$ cat config.mk
export PLATFORM = sky130hd
export DESIGN_NAME = barcode_sequencer
export DESIGN_NICKNAME = d
export VERILOG_FILES = /design/src/rtl/barcode_pkg.sv /design/src/rtl/barcode_check_bit.sv /design/src/rtl/barcode_sequencer.sv
export SDC_FILE = /design/constraint.sdc
export NUM_CORES = 1
export LEC_CHECK = 0
export ABC_AREA = 1
export BUFFER_PORTS_ARGS = -buffer_cell sky130_fd_sc_hd__buf_4
export CORE_MARGIN = 1
export CORE_UTILIZATION = 36
export DETAILED_ROUTE_END_ITERATION = 8
export PLACE_DENSITY = 0.66
export SLEW_MARGIN = 5
export SYNTH_ARGS = -nofsm -noshare
export SYNTH_HDL_FRONTEND = slang
export SYNTH_SLANG_ARGS = --single-unit
$ cat constraint.sdc
create_clock -name clk -period 2.2 [get_ports clk]
set_clock_uncertainty 0.15 [all_clocks]
set_input_delay 0.33 -clock clk [delete_from_list [all_inputs] [get_ports clk]]
set_output_delay 0.33 -clock clk [all_outputs]
set_load 0.1 [all_outputs]
$ cat src/rtl/barcode_pkg.sv
// barcode_pkg: shared state encoding, frame constants and value table for the barcode sequencer
package barcode_pkg;
   typedef enum logic [1:0] {IDLE, LOAD, SEND, GAP} stateT;
   localparam int FRAME_LEN = 10;
   localparam logic [1:0] START = 2'b10;
   localparam logic [1:0] STOP = 2'b01;
   // Bit n set means value n is payable: 2..16 even, then 20, 24, 28
   localparam logic [31:0] VALID_MASK = 32'h1111_5554;
   localparam logic [4:0] P_LO = 5'd10;
   localparam logic [4:0] P_HI = 5'd16;
   localparam logic [4:0] P_OFF = 5'd20;
endpackage

$ cat src/rtl/barcode_check_bit.sv
// barcode_check_bit: combinational value -> {valid, check bit} lookup
module barcode_check_bit
   import barcode_pkg::*;
(
   input logic [4:0] value,
   output logic valid,
   output logic p
);
   assign valid = VALID_MASK[value];
   assign p = value >= P_LO && value <= P_HI;
endmodule

$ cat src/rtl/barcode_sequencer.sv
// barcode_sequencer: arbitrates two terminals, validates the value and serialises a 10-bit barcode frame.
// Define FRAME_COUNT_EN to add the frameCount output counting completed frames.
module barcode_sequencer
   import barcode_pkg::*;
#(
   parameter int BIT_CYCLES = 2,
   parameter int GAP_CYCLES = 4
) (
   input logic clk,
   input logic reset,
   input logic reqA,
   input logic [4:0] valueA,
   input logic reqB,
   input logic [4:0] valueB,
   output logic ackA,
   output logic ackB,
   output logic reject,
   output logic busy,
   output logic barValid,
`ifdef FRAME_COUNT_EN
   output logic [7:0] frameCount,
`endif
   output logic barBit
);
   localparam logic [3:0] BIT_LAST = 4'(BIT_CYCLES - 1);
   localparam logic [3:0] GAP_LAST = 4'(GAP_CYCLES - 1);
   localparam logic [3:0] IDX_LAST = 4'(FRAME_LEN - 1);
   stateT state, nextState;
   logic lastB, nextLastB, granteeB, nextGranteeB, pickB;
   logic [4:0] val, nextVal;
   logic [3:0] bitIdx, nextBitIdx, cyc, nextCyc;
   logic valid, p;
   logic [9:0] frame;
   barcode_check_bit checkBit (.value(val), .valid(valid), .p(p));
   assign frame = {START, val, p, STOP};
   always_ff @(posedge clk) begin
      if (reset) begin
         state <= IDLE;
         lastB <= 1'b1;
         granteeB <= 1'b0;
         val <= '0;
         bitIdx <= '0;
         cyc <= '0;
      end else begin
         state <= nextState;
         lastB <= nextLastB;
         granteeB <= nextGranteeB;
         val <= nextVal;
         bitIdx <= nextBitIdx;
         cyc <= nextCyc;
      end
   end
   always_comb begin
      pickB = reqB & (~reqA | ~lastB);
      nextState = state;
      nextLastB = lastB;
      nextGranteeB = granteeB;
      nextVal = val;
      nextBitIdx = bitIdx;
      nextCyc = cyc;
      case (state)
         IDLE: if (reqA | reqB) begin
            nextState = LOAD;
            nextGranteeB = pickB;
            nextLastB = pickB;
            nextVal = pickB ? valueB : valueA;
         end
         LOAD: begin
            nextState = valid ? SEND : IDLE;
            nextBitIdx = '0;
            nextCyc = '0;
         end
         SEND: if (cyc != BIT_LAST) nextCyc = cyc + 4'd1;
         else begin
            nextCyc = '0;
            if (bitIdx == IDX_LAST) nextState = GAP;
            else nextBitIdx = bitIdx + 4'd1;
         end
         GAP: if (cyc != GAP_LAST) nextCyc = cyc + 4'd1;
         else nextState = IDLE;
         default: nextState = IDLE;
      endcase
      ackA = state == LOAD && !granteeB;
      ackB = state == LOAD && granteeB;
      reject = state == LOAD && !valid;
      busy = state != IDLE;
      barValid = state == SEND;
      barBit = state == SEND ? frame[IDX_LAST - bitIdx] : 1'b0;
   end
`ifdef FRAME_COUNT_EN
   always_ff @(posedge clk) begin
      if (reset) frameCount <= '0;
      else if (state == SEND && nextState == GAP) frameCount <= frameCount + 8'd1;
   end
`endif
endmodule
==> summary.txt, run 1 <==
Status = finished clean
Final setup fails = 0
Yosys reg bits = 18
CP max FO = 3
Gate count of the mapped netlist = 187
Commonest non-fill, non-tap cells in the layout = 42 x nand2_1, 29 x inv_1, 24 x nand3_1
H-tree depth = 1
Cell area after layout = 1510 µm²
GPL Wtd Cong = 0.798
Area delta synth->final = 20.3%
HP Class = in -> reg
WP data arrival = 1.63 ns
Synth top area share = 28.7%
Placed Instance Area = 1450 µm²
Final period util = 95.9%
CP Buf/Inv Count = 2
Global route total overflow = 0
Critical Path Start Type = flop
Total GRT Usage = 15.6%
Die ar. = 3730 µm²
CTS tree = yes
Worst vdd ir = 0.000416 V
Diode count = 0
Max-slew violation count = 0
Share of layout cells above drive strength 1 = 18.7%
Clock latency on the worst-skew pair = 0.29 ns
Power Density = 673 nW/µm²
Die width = 61.0 µm
Router iterations before antenna repair = 4
Iter 0 DRT Violations = 35
Mean Syn Cell Area = 6.71 µm²
IO Port Bufs = 19
Leakage = 0.781 nW
Syn_nets = 212
Critical Path Max Stage Delay = 0.34 ns
NumNets Final = 235
First-pass GRT wire length = 4460 µm
Clk Tree Root Cell = clkbuf_4
Row cnt = 21
Hold_ws = 0.118 ns
Util after Layout = 45.3%
Via density = 4.56
Worst path slowest cell = dfxtp_1
Post-Place Worst Slack = 0.254 ns
Rel. slew slack = 79.6%
Setup tns final = 0 ns
Unique masters post-synth = 27
Synthesized cell area = 1250 µm²
EDFF count, synth = 0
Post-CTS Setup Bufs = 0
Synth area leaders = dfxtp_1 29%, nand2_1 13%, ha_1 11%, nand3_1 9.6%, inv_1 8.7%
Largest net degree at the start of global routing = 11
Cell Chain, Critical Path = inv_1, ha_4, a21o_1, a31oi_1, nor2_1, nor2_4, buf_12
Largest area contributor in the netlist = dfxtp_1
Dpl hpwl = 1970 µm
Data required time at the worst endpoint = 1.72 ns
IO Count = 20
Die Y = 61.0 µm
Drt wl/cell = 9.70 µm
Syn. warnings = 0
Clk buf depth = 2
Setup ws final = 0.0905 ns
Power Total = 1.02 mW
Post-route ant nets = 0
Post-cts sizing count = 4
Vias = 1163
Final Hold Viols = 0
RSZ-0062 raised after global routing = false
Total CTS buffers = 3
Clk sinks = 18
Initial antenna violation count = 0
Family with the most delay on the worst path = flip-flops
Setup Crit Path Kind = reg -> out
Residual DRC = 0
Reg clk slew, reported paths = 0.11 ns
Slew @ Worst Pin = 0.305 ns
Non-filler cells in the finished layout = 255
Post-synthesis sequential area ratio = 28.7%
Number of global-route vias before repair = 1122
Min Tclk post-route = 2.11 ns
Placed cells = 251
Top FF cell, synth = dfxtp_1
Max cap viols = 0
Most common cell after layout, fill and taps aside = nand2_1
Core area = 3340 µm²
Async SR Flop Fraction = 0%
Post-CTS Hold Fix Bufs = 0
Max Freq = 474 MHz
Detailed Route WL = 2470 µm
Initial Utilization = 37.6%
Nature of the critical path endpoint = output pin
==> layer usage <==
layer / vias up / part of all wire, % / track usage [%]
met4: 0 / 0.85 / 4.87
met3: 2 / 1.5 / 1.89
met5: - / 0 / 0
li1: 640 / - / -
met1: 510 / 53 / 21.0
met2: 11 / 45 / 26.1
==> synthesized netlist by cell type (2+ instances only) <==
cell type / number
inv_1: 29
nand3_1: 24
inv_2: 2
nor2_1: 16
a21oi_1: 14
ha_1: 11
xor2_1: 2
nor2_2: 2
o21ai_0: 10
nand2_1: 42
dfxtp_1: 18
nand2_4: 2
==> registers in the layout, summed over array words and instances (netlist names), named ones only <==
register	flops
checkBit.valid	1
bitIdx	4
state	1
granteeB	1
lastB	1
val	5
cyc	4
==> path summary, 6_finish.rpt <==
check	startpoint	endpoint	slack (ns)	depth (start not counted)
max	bitIdx[1]	barBit	0.09	7
min	reset	bitIdx[2]	0.12	2
max reg2reg	state[0]	checkBit.valid	0.51	9
min reg2reg	granteeB	granteeB	0.34	2
==> area by class of cell <==
type                    count  area, µm²
clock buffers               4       36.3
fillers                   352       1830
inverters                  32        120
multi-input cells         134        764
flip-flops and latches     18        362
well taps                  46       57.6
repair buffers             21        170
==> report_power, final <==
group	switching, mW	internal (mW)
Sequential	0.0276	0.361
Clock	0.107	0.101
Combinational	0.297	0.123
Total	0.432	0.584
==> kinds of logic (layout without fill, tap and decap cells) <==
group / after synthesis / count (layout) / synth area share, %
AOI/OAI and AO/OA: 29 / 29 / 13.3
DFF: 18 / 18 / 28.7
xor gates and xnor gates: 2 / 2 / 1.40
adders and majority gates: 11 / 11 / 11.0
and+or+nand+nor: 92 / 92 / 33.5
buffers and inverters: 35 / 57 / 12.2
(Power assumes the default switching activity.)
==> run 2, diff against run 1 <==
--- a/config.mk
+++ b/config.mk
@@ -10,7 +10,7 @@
 export CORE_MARGIN = 1
 export CORE_UTILIZATION = 36
 export DETAILED_ROUTE_END_ITERATION = 8
-export PLACE_DENSITY = 0.66
+export PLACE_DENSITY = 0.68
 export SLEW_MARGIN = 5
 export SYNTH_ARGS = -nofsm -noshare
 export SYNTH_HDL_FRONTEND = slang
==> constraint.sdc (replaced) <==
create_clock -name clk -period 1.74 [get_ports clk]
set_clock_uncertainty 0.15 [all_clocks]
set_input_delay 0.261 -clock clk [delete_from_list [all_inputs] [get_ports clk]]
set_output_delay 0.261 -clock clk [all_outputs]
set_load 0.1 [all_outputs]
==> run 2 against run 1 <==
Compared with the run above:
- the run now ends with setup timing left
- setup slack worse by 0.34 ns
- critical endpoint unchanged
- design area up 9.9%
- non-clock buffer count up 6
==> summary.txt, run 2 (synthesis gave the netlist of run 1 again) <==
Grt met3 use = 2.52%
Data required time at the worst endpoint = 1.33 ns
Die Y = 61.0 µm
Residual DRC = 0
Placed cells = 257
H-tree depth = 1
Largest register FFs = 5
Commonest non-fill, non-tap cells in the layout = 41 x nand2_1, 25 x inv_1, 24 x nand3_1
Dpl hpwl = 2080 µm
Placed Instance Area = 1530 µm²
WHS Path Cells = 2
Multi-input logic area = 810 µm²
HP Start = reset
Post-route ant nets = 0
Util after Layout = 49.7%
Hold_ws = 0.0308 ns
Total CTS buffers = 3
Family with the most delay on the worst path = flip-flops
Non-filler cells in the finished layout = 261
CTS tree = yes
Clock latency on the worst-skew pair = 0.30 ns
Worst path slowest cell = dfxtp_2
Core area = 3340 µm²
Row cnt = 21
Setup tns final = -0.252 ns
Diode count = 0
NumNets Final = 241
Cell Chain, Critical Path = inv_2, ha_4, a21o_1, a31oi_1, nor2_2, nor2_4, buf_12
Largest Register = val
GPL Wtd Cong = 0.758
Drt wl/cell = 10.2 µm
R2R depth = 9
Detailed Route WL = 2650 µm
Max-slew violation count = 0
FF+latch area = 367 µm²
Worst vdd ir = 0.000547 V
RSZ-0062 raised after global routing = true
Worst R2R End = checkBit.valid
Met1 Usage GRT = 22.3%
Nature of the critical path endpoint = output pin
Max cap viols = 0
Cell area after layout = 1660 µm²
Max Freq = 502 MHz
GR Layer Usage met2 = 26.1%
Min Tclk post-route = 1.99 ns
Initial Utilization = 37.6%
Gr busiest metal = met2
Largest registers = val x5, bitIdx x4, cyc x4
CP Buf/Inv Count = 2
Post-CTS Hold Fix Bufs = 0
Post-CTS Setup Bufs = 0
Hold Crit Endpoint = state[0]
Clk Tree Root Cell = clkbuf_4
R2r setup slk = 0.12 ns
Setup Crit Path Kind = reg -> out
Final setup fails = 1
Iter 0 DRT Violations = 20
Router iterations before antenna repair = 4
Share of layout cells above drive strength 1 = 26.5%
Die width = 61.0 µm
Vias = 1229
Die ar. = 3730 µm²
Final Hold Viols = 0
Total GRT Usage = 16.3%
Number of global-route vias before repair = 1061
Reg clk slew, reported paths = 0.11 ns
IO Port Bufs = 19
Global route total overflow = 0
Largest net degree at the start of global routing = 11
WP data arrival = 1.58 ns
CP max FO = 3
Area delta synth->final = 32.2%
IO Count = 20
Power Density = 851 nW/µm²
Critical Path Start Type = flop
Clk buf depth = 2
Rel. slew slack = 79.0%
Failing checks = setup timing
HP Class = in -> reg
Via density = 4.71
Setup ws final = -0.252 ns
First-pass GRT wire length = 4440 µm
Most common cell after layout, fill and taps aside = nand2_1
Final period util = 114%
Critical Path Max Stage Delay = 0.35 ns
Fillers = 346
Clk sinks = 18
Leakage = 0.827 nW
Slew @ Worst Pin = 0.316 ns
Initial antenna violation count = 0
Status = complete, but fails checks
## run 2: cell types whose count changed in the layout (fill, tap and decap cells not counted), moves of 2 or more
cell	previous run	this run
buf_12	1	3
buf_6	0	3
dfxtp_1	17	15
ha_1	9	7
ha_4	1	3
inv_1	29	25
inv_4	0	2
nor2_1	15	12
nor2_4	2	4
## run 2: worst max path at each step
stage / startpoint / end / slack, ns / cells after the start
after floorplan: flop / ackA / -0.14 / 4
after global placement: bitIdx[2] / barBit / 0.005 / 7
after detailed placement: bitIdx[1] / barBit / -0.005 / 7
after CTS: bitIdx[2] / barBit / -0.25 / 7
after global routing: bitIdx[2] / barBit / -0.31 / 7
final: bitIdx[2] / barBit / -0.25 / 7
## run 2: area by class of cell
class / instances / share of cell area [%]
Multi-Input combinational cell: 134 / 48.8
Sequential cell: 18 / 22.1
Timing Repair Buffer: 27 / 15.6
Inverter: 32 / 7.84
Tap cell: 46 / 3.47
Clock buffer: 4 / 2.19
## run 2: per-layer routing
| layer | up-vias | part of all wire [%] |
|---|---|---|
| met4 | 0 | 1.6 |
| li1 | 651 | - |
| met3 | 5 | 1.9 |
| met1 | 560 | 51 |
| met5 | - | 0 |
| met2 | 13 | 46 |
## run 2: timing repair
item,CTS,global route
resized for setup,15,11
pin swaps,3,0
endpoints found under the setup margin,6,7
## run 2: report_power, final
group | switching, mW | internal, mW | total, mW
Sequential | 0.0358 | 0.455 | 0.491
Combinational | 0.421 | 0.231 | 0.652
Clock | 0.141 | 0.128 | 0.269
## run 2: stage by stage
step | total power [mW] | setup WS, ns
after floorplan | 0.932 | -0.135
after global placement | 1.06 | 0.00538
after detailed placement | 1.07 | -0.00465
after CTS | 1.39 | -0.252
after global routing | 1.49 | -0.310
final | 1.41 | -0.252
==> run 3, diff against run 2 <==
--- a/config.mk
+++ b/config.mk
@@ -8,9 +8,10 @@
 export ABC_AREA = 1
 export BUFFER_PORTS_ARGS = -buffer_cell sky130_fd_sc_hd__buf_4
 export CORE_MARGIN = 1
-export CORE_UTILIZATION = 36
+export CORE_UTILIZATION = 50
 export DETAILED_ROUTE_END_ITERATION = 8
-export PLACE_DENSITY = 0.68
+export HOLD_SLACK_MARGIN = 0.06
+export PLACE_DENSITY = 0.86
 export SLEW_MARGIN = 5
 export SYNTH_ARGS = -nofsm -noshare
 export SYNTH_HDL_FRONTEND = slang
==> run 3 against run 2 <==
Compared with the run above:
- utilization up 23 points
- combinational power up 4.0%
- the flow still finishes with violations (setup timing)
- total power up 1.7%
- die area down 27%
- clock-buffer cell count unchanged
- via count up 5.0%
- register-to-register slack better by 0.02 ns
- routed wire length up 16%
==> summary.txt, run 3 (synthesis gave the netlist of run 1 again) <==
Drt wl/cell = 12.6 µm
Hold_ws = 0.156 ns
Max cap viols = 0
Clk Tree Root Cell = clkbuf_4
Worst setup endpoint = barBit
First-pass GRT wire length = 5180 µm
CP max FO = 3
Largest register FFs = 5
Rel. slew slack = 78.3%
Final period util = 116%
Largest registers = val x5, bitIdx x4, cyc x4
Data required time at the worst endpoint = 1.33 ns
Critical Path Start Type = flop
Family with the most delay on the worst path = flip-flops
RR Startpoint = state[0]
Die ar. = 2710 µm²
Power Total = 1.44 mW
Critical Path Stages = 7
Global route total overflow = 0
Status = complete, but fails checks
Detailed Route WL = 3080 µm
Row cnt = 17
IO Port Bufs = 19
Critical Path Max Stage Delay = 0.35 ns
Core area = 2300 µm²
Post-route ant nets = 0
HP Class = in -> reg
Residual DRC = 0
WP data arrival = 1.61 ns
GPL Wtd Cong = 0.844
WHS Path Cells = 5
RSZ-0062 raised after global routing = true
Setup tns final = -0.280 ns
Largest net degree at the start of global routing = 11
Reg clk slew, reported paths = 0.11 ns
Total CTS buffers = 3
Worst path slowest cell = dfxtp_2
Most common cell after layout, fill and taps aside = nand2_1
Clk sinks = 18
Post-Place Worst Slack = -0.0507 ns
Iter 0 DRT Violations = 49
Initial antenna violation count = 0
Die width = 52.1 µm
Failing checks = setup timing
Vias = 1291
Clk buf depth = 2
Power Density = 864 nW/µm²
Leakage = 0.837 nW
Area delta synth->final = 32.4%
Critical Path Start = bitIdx[2]
Max-slew violation count = 0
Diode count = 0
NumNets Final = 243
Die Y = 52.1 µm
Clock latency on the worst-skew pair = 0.30 ns
Share of layout cells above drive strength 1 = 27.2%
Total GRT Usage = 26.1%
Final Hold Viols = 0
Max Freq = 495 MHz
CTS tree = yes
Number of global-route vias before repair = 1243
H-tree depth = 1
Dpl hpwl = 2210 µm
Min Tclk post-route = 2.02 ns
Final setup fails = 1
Setup Crit Path Kind = reg -> out
Util after Layout = 72.3%
Nature of the critical path endpoint = output pin
Cell Chain, Critical Path = inv_2, ha_4, a21o_1, a31oi_1, nor2_1, nor2_4, buf_12
Worst vdd ir = 0.00114 V
Largest Register = val
Initial Utilization = 54.6%
Commonest non-fill, non-tap cells in the layout = 41 x nand2_1, 24 x inv_1, 24 x nand3_1
R2r setup slk = 0.14 ns
Setup ws final = -0.280 ns
IO Count = 20
Via density = 5.27
CP Buf/Inv Count = 2
Slew @ Worst Pin = 0.325 ns
R2R depth = 8
Router iterations before antenna repair = 4
## run 3: changes by cell type in the layout (fill, tap and decap cells not counted)
cell           delta
dlygate4sd3_1     +1
dfxtp_1           -1
buf_12            +1
buf_4             +1
inv_1             -1
inv_2             +1
buf_6             -1
o21ai_0           +1
o21ai_1           -1
nor2_2            -1
dfxtp_2           +1
nor2_1            +1
## run 3: layout make-up
class	instances	area [µm²]
multi-input cells	134	807
repair buffers	29	285
fillers	172	636
well taps	28	35.0
inverters	32	130
clock buffers	4	36.3
flip-flops and latches	18	368
## run 3: per-layer routing
| layer | track usage [%] | vias to the layer above | routed length [µm] |
|---|---|---|---|
| met1 | 29.5 | 592 | 1260 |
| li1 | - | 658 | - |
| met4 | 7.21 | 0 | 17 |
| met5 | 0 | - | 0 |
| met2 | 48.5 | 39 | 1660 |
| met3 | 5.56 | 2 | 146 |
## run 3: report_power, final
part | switching [mW] | internal [mW]
Combinational | 0.437 | 0.241
Clock | 0.137 | 0.128
Sequential | 0.0376 | 0.456
Total | 0.611 | 0.825
## run 3: worst min-delay path by stage
stage / to / from / slack, ns
after detailed placement: granteeB / granteeB / 0.34
after global routing: val[2] / valueA[2] / 0.19
after global placement: granteeB / granteeB / 0.33
final: val[2] / valueA[2] / 0.16
after floorplan: granteeB / granteeB / 0.31
after CTS: val[2] / valueA[2] / 0.16
## run 3: stage by stage
| stage | cells | area [µm²] |
|---|---|---|
| after floorplan | 187 | 1310 |
| after global placement | 239 | 1510 |
| after detailed placement | 239 | 1510 |
| after CTS | 244 | 1630 |
| after global routing | 245 | 1660 |
| final | 245 | 1660 |
## run 3: worst min-delay path: stages
cell and delay, ns:
buf_4 0.07, nand2_1 0.04, nand3_1 0.07, nand3_1 0.08, inv_1 0.05
## run 3: what timing repair did
item,CTS,global route
buffers inserted,0,1
hold buffers,1,0
endpoints found under the setup margin,5,5
gates resized for setup,20,8
pin swaps,3,2
endpoints found under the hold margin,6,0
